<file path="config.mk">
export PLATFORM = sky130hd
export DESIGN_NAME = draw_ship
export DESIGN_NICKNAME = d
export VERILOG_FILES = /design/src/rtl/draw_ship.sv
export SDC_FILE = /design/constraint.sdc
export NUM_CORES = 1
export LEC_CHECK = 0
export ABC_AREA = 1
export CAP_MARGIN = 5
export CELL_PAD_IN_SITES_DETAIL_PLACEMENT = 1
export CELL_PAD_IN_SITES_GLOBAL_PLACEMENT = 2
export CORE_ASPECT_RATIO = 0.8
export CORE_UTILIZATION = 35
export DETAILED_ROUTE_END_ITERATION = 7
export GPL_ROUTABILITY_DRIVEN = 0
export HOLD_SLACK_MARGIN = 0.15
export PLACE_DENSITY_LB_ADDON = 0.1
export SLEW_MARGIN = 0
export SYNTH_ARGS = -nofsm -noshare
export SYNTH_HDL_FRONTEND = slang
export SYNTH_SLANG_ARGS = --single-unit
</file>
<file path="constraint.sdc">
create_clock -name clk -period 12.32 [get_ports clk]
set_input_delay 3.696 -clock clk [delete_from_list [all_inputs] [get_ports clk]]
set_output_delay 3.696 -clock clk [all_outputs]
set_load 0.005 [all_outputs]
</file>
<file path="src/rtl/draw_ship.sv">
// Overlays a ROM-backed ship sprite on the VGA stream with a fixed 3-cycle latency.
// Optional blinking is enabled by defining SHIP_BLINK_EN.
module draw_ship #(
  parameter int          SHIP_W     = 48,
  parameter int          SHIP_H     = 96,
  parameter logic [11:0] SHIP_COLOR = 12'h8_8_8
) (
  input  logic        clk,
  input  logic        rst,
  input  logic [10:0] xpos_in,
  input  logic [10:0] ypos_in,
  input  logic        pos_valid,
  input  logic        blink_in,
  input  logic [10:0] hcount_in,
  input  logic [10:0] vcount_in,
  input  logic        hsync_in,
  input  logic        vsync_in,
  input  logic        hblnk_in,
  input  logic        vblnk_in,
  input  logic [11:0] rgb_in,
  output logic [7:0]  rom_addr,
  input  logic [47:0] rom_pixels_in,
  output logic [10:0] hcount_out,
  output logic [10:0] vcount_out,
  output logic        hsync_out,
  output logic        vsync_out,
  output logic        hblnk_out,
  output logic        vblnk_out,
  output logic [11:0] rgb_out
);

  localparam int TW = 26;

  logic [21:0]   pending_q, pending_d;
  logic [21:0]   active_q, active_d;
  logic          vblnk_prev_q;
  logic          vblnk_rise_s;

  logic [11:0]   x_ext_s, y_ext_s, h_ext_s, v_ext_s;
  logic [11:0]   row_diff_s, col_diff_s;
  logic          in_row_s, in_col_s;
  logic [7:0]    rom_addr_d;
  logic [9:0]    diff_unused_s;

  logic [TW-1:0] tim_in_s, tim_s1_q, tim_s2_q;
  logic [11:0]   rgb_s1_q, rgb_s2_q, rgb_d;
  logic [5:0]    x_rel_s1_q, x_rel_s2_q;
  logic          in_box_s1_q, in_box_s2_q;
  logic [5:0]    bit_idx_s;
  logic          pix_s;
  logic          hide_s;

  assign vblnk_rise_s = vblnk_in & ~vblnk_prev_q;
  assign tim_in_s     = {hcount_in, vcount_in, hsync_in, vsync_in, hblnk_in, vblnk_in};

  // Pending position tracks the latest strobe; active swaps only on the vblank rise.
  always_comb begin
    pending_d = pending_q;
    active_d  = active_q;
    if (pos_valid) begin
      pending_d = {xpos_in, ypos_in};
    end else begin
      pending_d = pending_q;
    end
    if (vblnk_rise_s) begin
      active_d = pos_valid ? {xpos_in, ypos_in} : pending_q;
    end else begin
      active_d = active_q;
    end
  end

  // Box tests are done 12 bits wide so ship edges near 2047 cannot wrap.
  always_comb begin
    x_ext_s    = {1'b0, active_q[21:11]};
    y_ext_s    = {1'b0, active_q[10:0]};
    h_ext_s    = {1'b0, hcount_in};
    v_ext_s    = {1'b0, vcount_in};
    row_diff_s = v_ext_s - y_ext_s;
    col_diff_s = h_ext_s - x_ext_s;
    in_row_s   = (v_ext_s >= y_ext_s) && (v_ext_s < (y_ext_s + 12'(SHIP_H)));
    in_col_s   = (h_ext_s >= x_ext_s) && (h_ext_s < (x_ext_s + 12'(SHIP_W)));
    if (in_row_s) begin
      rom_addr_d = row_diff_s[7:0];
    end else begin
      rom_addr_d = 8'd0;
    end
  end

  assign diff_unused_s = {row_diff_s[11:8], col_diff_s[11:6]};

  // Position buffers and the vblank edge detector.
  always_ff @(posedge clk or posedge rst) begin
    if (rst) begin
      pending_q    <= 22'd0;
      active_q     <= 22'd0;
      vblnk_prev_q <= 1'b0;
    end else begin
      pending_q    <= pending_d;
      active_q     <= active_d;
      vblnk_prev_q <= vblnk_in;
    end
  end

`ifdef SHIP_BLINK_EN
  logic [4:0] frame_cnt_q, frame_cnt_d;
  logic       hide_s1_q, hide_s2_q;

  // Frame counter advances once per vblank rise and wraps naturally.
  always_comb begin
    if (vblnk_rise_s) begin
      frame_cnt_d = frame_cnt_q + 5'd1;
    end else begin
      frame_cnt_d = frame_cnt_q;
    end
  end

  // Hide flag is captured at S1 and travels with the pixel.
  always_ff @(posedge clk or posedge rst) begin
    if (rst) begin
      frame_cnt_q <= 5'd0;
      hide_s1_q   <= 1'b0;
      hide_s2_q   <= 1'b0;
    end else begin
      frame_cnt_q <= frame_cnt_d;
      hide_s1_q   <= blink_in & frame_cnt_q[4];
      hide_s2_q   <= hide_s1_q;
    end
  end

  assign hide_s = hide_s2_q;
`else
  logic blink_unused_s;
  assign blink_unused_s = blink_in;
  assign hide_s         = 1'b0;
`endif

  // S1 and S2 stages; S2 lines up with the ROM's own output register.
  always_ff @(posedge clk or posedge rst) begin
    if (rst) begin
      rom_addr    <= 8'd0;
      x_rel_s1_q  <= 6'd0;
      in_box_s1_q <= 1'b0;
      tim_s1_q    <= '0;
      rgb_s1_q    <= 12'd0;
      x_rel_s2_q  <= 6'd0;
      in_box_s2_q <= 1'b0;
      tim_s2_q    <= '0;
      rgb_s2_q    <= 12'd0;
    end else begin
      rom_addr    <= rom_addr_d;
      x_rel_s1_q  <= col_diff_s[5:0];
      in_box_s1_q <= in_row_s & in_col_s;
      tim_s1_q    <= tim_in_s;
      rgb_s1_q    <= rgb_in;
      x_rel_s2_q  <= x_rel_s1_q;
      in_box_s2_q <= in_box_s1_q;
      tim_s2_q    <= tim_s1_q;
      rgb_s2_q    <= rgb_s1_q;
    end
  end

  // Column 0 of the sprite is the MSB of the ROM line.
  always_comb begin
    bit_idx_s = 6'(SHIP_W - 1) - x_rel_s2_q;
    pix_s     = rom_pixels_in[bit_idx_s];
    if (tim_s2_q[1] | tim_s2_q[0]) begin
      rgb_d = 12'd0;
    end else if (in_box_s2_q & pix_s & ~hide_s) begin
      rgb_d = SHIP_COLOR;
    end else begin
      rgb_d = rgb_s2_q;
    end
  end

  // S3 output register.
  always_ff @(posedge clk or posedge rst) begin
    if (rst) begin
      hcount_out <= 11'd0;
      vcount_out <= 11'd0;
      hsync_out  <= 1'b0;
      vsync_out  <= 1'b0;
      hblnk_out  <= 1'b0;
      vblnk_out  <= 1'b0;
      rgb_out    <= 12'd0;
    end else begin
      hcount_out <= tim_s2_q[25:15];
      vcount_out <= tim_s2_q[14:4];
      hsync_out  <= tim_s2_q[3];
      vsync_out  <= tim_s2_q[2];
      hblnk_out  <= tim_s2_q[1];
      vblnk_out  <= tim_s2_q[0];
      rgb_out    <= rgb_d;
    end
  end

endmodule

</file>
==> results of run 1 <==
==> synth_stat cells <==
master      n  area (um^2)
inv_8       1         11.3
mux2_2     24          270
o211ai_1    2         15.0
a21oi_1    22          110
xnor2_1     2         17.5
o21ai_1     4         20.0
nand3_2     1         10.0
dfrtp_1   180         4500
a211oi_1    2         15.0
nand4_1     4         25.0
nand3b_1    2         15.0
clkbuf_4    1         7.51
clkbuf_1    4         15.0
nor3b_1     2         15.0
nor4_1      1         6.26
nand2_2     1         6.26
buf_2       2         10.0
nand3_1    39          195
clkbuf_8    2         27.5
o21a_1      1         7.51
nand2_1    95          357
o31ai_1     3         22.5
buf_8       1         15.0
inv_1      54          203
o21ai_0    30          150
and3_1      1         6.26
nor2_2     12         75.1
buf_6       3         33.8
fa_1        2         40.0
inv_4       1         6.26
nor2_1     49          184
nor3_1      5         25.0
ha_1       37          463
xor2_1     15          131
==> final timing paths <==
check | end | start | cells after the start
min | vcount_out[5] | tim_s2_q[9] | 0
min reg2reg | vcount_out[5] | tim_s2_q[9] | 0
max in group asynchronous | active_q[18] | rst | 3
min in group asynchronous | vcount_out[3] | rst | 2
max reg2reg | rom_addr[3] | active_q[5] | 10
max | rom_addr[3] | vcount_in[6] | 10
==> registers in the layout (all words and copies together), names as in the netlist <==
name and flops:
rgb_s1_q 12, vsync_out 1, x_rel_s1_q 6, vblnk_out 1
vcount_out 11, in_box_s1_q 1, active_q 22, hblnk_out 1
hcount_out 11, in_box_s2_q 1, rom_addr 8, rgb_out 12
rgb_s2_q 12, x_rel_s2_q 6, tim_s1_q 26, hsync_out 1
tim_s2_q 26, pending_q 22
==> final cells by class <==
type	count	area, um^2	area share [%]
Sequential cell	180	4500	47.8
Timing Repair Buffer	158	1580	16.7
Inverter	56	228	2.42
Clock buffer	17	425	4.52
Multi-Input combinational cell	356	2180	23.2
Clock inverter	15	179	1.90
Tap cell	258	323	3.43
==> worst max-delay path, cell delays in order <==
cell and delay, ns:
clkdlybuf4s50_1 0.49, ha_1 0.42, nand2_1 0.10, nor3_1 0.14
nand2_1 0.07, o211ai_1 0.17, nand2_1 0.09, nand2_1 0.09
nand3_2 0.23, nor3b_1 0.29
==> metal layers <==
layer | global-route usage (%) | routed length [um] | vias to the layer above
met1 | 23.9 | 8110 | 2329
met5 | 0 | 0 | -
met2 | 26.4 | 7370 | 116
met4 | 5.83 | 189 | 0
li1 | - | - | 2297
met3 | 4.03 | 825 | 19
==> power by group <==
part / switching, mW / total (mW) / internal, mW
Sequential: 0.0346 / 0.684 / 0.649
Clock: 0.263 / 0.537 / 0.274
Combinational: 0.165 / 0.304 / 0.139
Total: 0.462 / 1.53 / 1.06
==> cell families after synthesis <==
group                    count (synthesis)  synth area share, %
AND/OR/NAND/NOR                        212                 13.1
flip-flops                             180                 64.2
buffers and inverters                   69                 4.69
AO/OA/AOI/OAI                           64                 4.85
adder cells (fa/ha/maj)                 39                 7.17
multiplexers                            24                 3.85
XOR/XNOR                                17                 2.12
==> metrics by stage <==
step           hold WS [ns]  setup WS [ns]  util, %
2_1_floorplan         0.331           3.74        -
3_3_place_gp          0.332           6.44     45.6
3_5_place_dp          0.336           6.39     45.6
4_1_cts               0.343           6.84     48.8
5_1_grt               0.346           6.72     48.8
6_report              0.343           6.87     48.8
==> implementation parameters, run 1 <==
Parameter                              Value

Routing
  Mean number of vias per cell    around 4.6
  Violation count after the first detailed-route iteration    approximately 260
  Residual antenna-violating net count after detailed routing    0
  Total DRC errors in the routed layout    0
  Total vias in the final route    ~4,800
  Number of optimization iterations in the first detailed-route pass    4
  Drt total wl    16,500 um
  DR WL/cell    15.9 um

Clock tree
  Post-CTS Resized    0
  CTS Buffer Depth    2
  H-Tree Level Count    4
  Num Clock Sinks    180
  CTS hold repair buffers    0
  CTS tree    done
  Clock latency on the worst-skew pair    between 0.4 and 0.5 ns
  Clk Tree Root Cell    clkbuf_16
  Count of buffers added by post-CTS timing repair for setup    0
  CTS Buf Count    17
  Clock transition at the registers of the reported paths    about 0.08 ns

Worst setup path
  Worst EP arrival    about 5.8 ns
  CP endpoint kind    flop
  Startpoint kind of the worst setup timing path    input pin
  Critical path class    input pin to flop
  Largest fanout of any net on the critical path    9
  R2r setup slk    9.92 ns
  WP data required    between 10 and 15 ns

Synthesis
  Sequential element share of the synthesized area    64.2%
  Count of mapped cells out of synthesis    around 610
  Synthesized flop and latch total    180
  Total nets after synthesis    between 700 and 800
  Synth Warn #    0
  Synth unique cells    34
  Summed instance area of the synthesized netlist    ~7000 um^2
  Average instance area after synthesis    between 10 and 15 um^2

STA
  Clock period minus worst slack    ~5.5 ns
  Worst clock skew    0.0101 ns
  Post-route clock period utilization    44.2%
  Total count of max-transition violations in the final report    0
  Pin slew with the least headroom to its limit    1.17 ns
  RSZ-0062 raised after global routing    false
  Number of failing setup endpoints in the final timing report    0
  Final hold violation count    0
  Slew HR    between 20% and 30%
  Total Negative Setup Slacks    0 ns
  Top achievable clock speed    ~180 MHz

Final layout
  Final layout net count    920
  Final Non-Filler Cells    between 1,000 and 1,500
  Design area    roughly 9400 um^2
  Number of fillers in the final layout    around 2,100
  Synth-to-layout area growth    34.3%
  Most frequent standard cell in the layout excluding fill and tap cells    dfrtp_1
  Most used cells in the layout excluding fill and tap cells    180 x dfrtp_1, 156 x clkdlybuf4s50_1, 95 x nand2_1
  Layout cells sized above 1    between 9 and 10%
  Antenna diode count    0

Power and ir drop
  Post-layout power    around 1.5 mW
  Leakage power total    roughly 4.3 nW
  Power density over the cells    between 150 and 200 nW/um^2
  Worst vdd ir    ~0.000079 V

Floorplan
  Width of the die    about 160 um
  Die Area    20,600 um^2
  Number of placement rows    45
  I/O pins    158
  Die H    between 100 and 150 um
  Effective utilization at floorplan    a little over a third
  Core box area    approximately 19,000 um^2

Global routing
  Antenna violations before repair    0
  Largest net degree at the start of global routing    around 110
  Overflow left after global routing    0
  Wire length of the first global-routing pass    approximately 27,000 um
  All-Layer GR Usage    between 10% and 20%
  Vias in the first global route    slightly above 5,000

Placed design
  Number of I/O port buffers    around 160
  # placed instances    approximately 1,000
  Estimated wirelength of the detail-placed design    approximately 12,000 um
  Standard cell area after detailed placement    around 8800 um^2

Run status
  Result of the run    finished, final reports clean

Worst hold path
  Type of the most critical hold path    flop to flop

Run
  Number of max-cap violations    0
Power figures use the tool's default switching activity.
==> run 2: changes to the inputs <==
Settings changed: CORE_UTILIZATION 35 to 29.
Clock period 12.32 ns to 4.65 ns, I/O delays scaled along.
==> implementation parameters, run 2 (same netlist as run 1, synthesis figures left out) <==
Parameter                              Value

Run status
  Result of the run    finished, final reports clean

Final layout
  Most used cells in the layout excluding fill and tap cells    180 x dfrtp_1, 156 x clkdlybuf4s50_1, 95 x nand2_1
  Combined area of the multi-input logic cells    2180 um^2
  Layout cells sized above 1    a little over a tenth
  Register area    roughly 4500 um^2
  Largest regs    tim_s1_q (26), tim_s2_q (26)
  Antenna diode count    0
  Final layout net count    around 900
  Design area    9540 um^2
  Most frequent standard cell in the layout excluding fill and tap cells    dfrtp_1
  Number of fillers in the final layout    around 2,600
  Synth-to-layout area growth    36.0%

Global routing
  Antenna violations before repair    0
  Overflow left after global routing    0
  All-Layer GR Usage    ~15%
  Largest net degree at the start of global routing    43
  Vias in the first global route    ~5,200
  Wire length of the first global-routing pass    around 28,000 um

STA
  Post-route clock period utilization    between 60% and 70%
  Final hold violation count    0
  RSZ-0062 raised after global routing    false
  Number of failing setup endpoints in the final timing report    0
  Worst clock skew    about 0.0089 ns
  Total count of max-transition violations in the final report    0
  Slew HR    34.0%
  Pin slew with the least headroom to its limit    between 0.9 and 1 ns
  Top achievable clock speed    around 320 MHz
  Setup slack of the critical path after layout    ~1.6 ns
  Total Negative Setup Slacks    0 ns
  Clock period minus worst slack    3.09 ns

Clock tree
  Count of buffers added by post-CTS timing repair for setup    0
  Clock latency on the worst-skew pair    0.43 ns
  CTS Buffer Depth    2
  CTS tree    done
  Clock transition at the registers of the reported paths    0.07 ns
  H-Tree Level Count    4
  CTS Buf Count    17
  Num Clock Sinks    180
  CTS hold repair buffers    0
  Clk Tree Root Cell    clkbuf_16
  Post-CTS Resized    0

Worst setup path
  CP endpoint kind    flop
  WP data required    between 4 and 5 ns
  CP Cell Sequence    clkdlybuf4s50_1 > inv_1 > ha_1 > inv_1 > fa_1 > nand3_1 > nand3_1 > nand3b_1 > nand3_2 > nor3b_1
  Startpoint kind of the worst setup timing path    input pin
  Slowest stage cell on the critical path    clkdlybuf4s50_1
  Reg2reg start    active_q[5]
  Slowest cell delay on critical path    around 0.43 ns
  Critical path class    input pin to flop
  Worst EP arrival    3.43 ns
  Launching instance or port of the critical path    vcount_in[0]
  Critical path's top delay family    simple AND/OR/NAND/NOR gates
  Largest fanout of any net on the critical path    9
  Critical path buffers and inverters    3

Placed design
  Number of I/O port buffers    around 160
  Standard cell area after detailed placement    ~9000 um^2
  Estimated wirelength of the detail-placed design    roughly 12,000 um
  Setup WS pre-CTS    roughly 1.1 ns

Routing
  Residual antenna-violating net count after detailed routing    0
  Total vias in the final route    approximately 4,700
  Number of optimization iterations in the first detailed-route pass    4
  DR WL/cell    ~15 um
  Total DRC errors in the routed layout    0
  Mean number of vias per cell    around 4.3
  Drt total wl    approximately 17,000 um
  Violation count after the first detailed-route iteration    approximately 160

Power and ir drop
  Worst vdd ir    0.000249 V
  Power density over the cells    ~420 nW/um^2
  Leakage power total    4.30 nW

Floorplan
  Effective utilization at floorplan    about 30%
  Core box area    roughly 24,000 um^2
  Number of placement rows    50
  Width of the die    approximately 180 um
  I/O pins    158
  Die Area    between 20,000 and 25,000 um^2
  Die H    around 140 um

Worst hold path
  Worst Min Path Start    tim_s1_q[1]
  Type of the most critical hold path    flop to flop

Run
  Number of max-cap violations    0
-- run 2: cell count changes in the layout (fill, tap and decap cells not counted), sizes merged --
cell / before / now
clkinv: 9 / 5
buf: 2 / 8
clkinvlp: 0 / 4
-- run 2: layout make-up --
| class | instances | share of cell area, % |
|---|---|---|
| timing repair buffer | 164 | 17.5 |
| tap | 312 | 4.09 |
| clock inverter | 15 | 1.48 |
| inverter | 56 | 2.35 |
| sequential | 180 | 47.2 |
| multi-input combinational | 356 | 22.9 |
| clock buffer | 17 | 4.46 |
-- run 2: routing by layer --
metal	GRT usage (%)	wire (um)
met1	20.3	8380
met2	21.8	7380
met3	4.99	911
met4	3.89	156
met5	0	0
-- run 2: worst reg2reg max path, delay by kind of cell, from the launching register on --
family	cells	cell delay [ns]
fa+ha+maj	2	0.57
compound gates	3	0.52
flops	1	0.36
buf+inv	1	0.10
simple gates	4	0.78
-- run 2: path summary, 6_finish.rpt --
check,slack [ns],depth (start not counted),end
max,1.56,10,rom_addr[3]
min,0.35,0,tim_s2_q[1]
max reg2reg,2.24,10,rom_addr[3]
min reg2reg,0.35,0,tim_s2_q[1]
max in group asynchronous,2.41,3,rgb_s1_q[2]
min in group asynchronous,1.53,2,pending_q[9]
-- run 2: metrics by stage --
step | util [%] | total power [mW] | cells | hold slack [ns]
finish | 40.5 | 4.00 | 1100 | 0.348
floorplan | - | 2.34 | 605 | 0.331
global placement | 38.1 | 2.65 | 1068 | 0.332
detailed placement | 38.1 | 2.67 | 1068 | 0.336
CTS | 40.5 | 4.09 | 1100 | 0.350
global route | 40.5 | 4.26 | 1100 | 0.352
-- run 2: power by group --
group          total (mW)  leakage [nW]  switching [mW]  internal (mW)
sequential           1.81          2.15          0.0926           1.72
combinational       0.810          1.88           0.435          0.376
clock                1.38         0.271           0.671          0.709
total                4.00          4.30            1.20           2.81
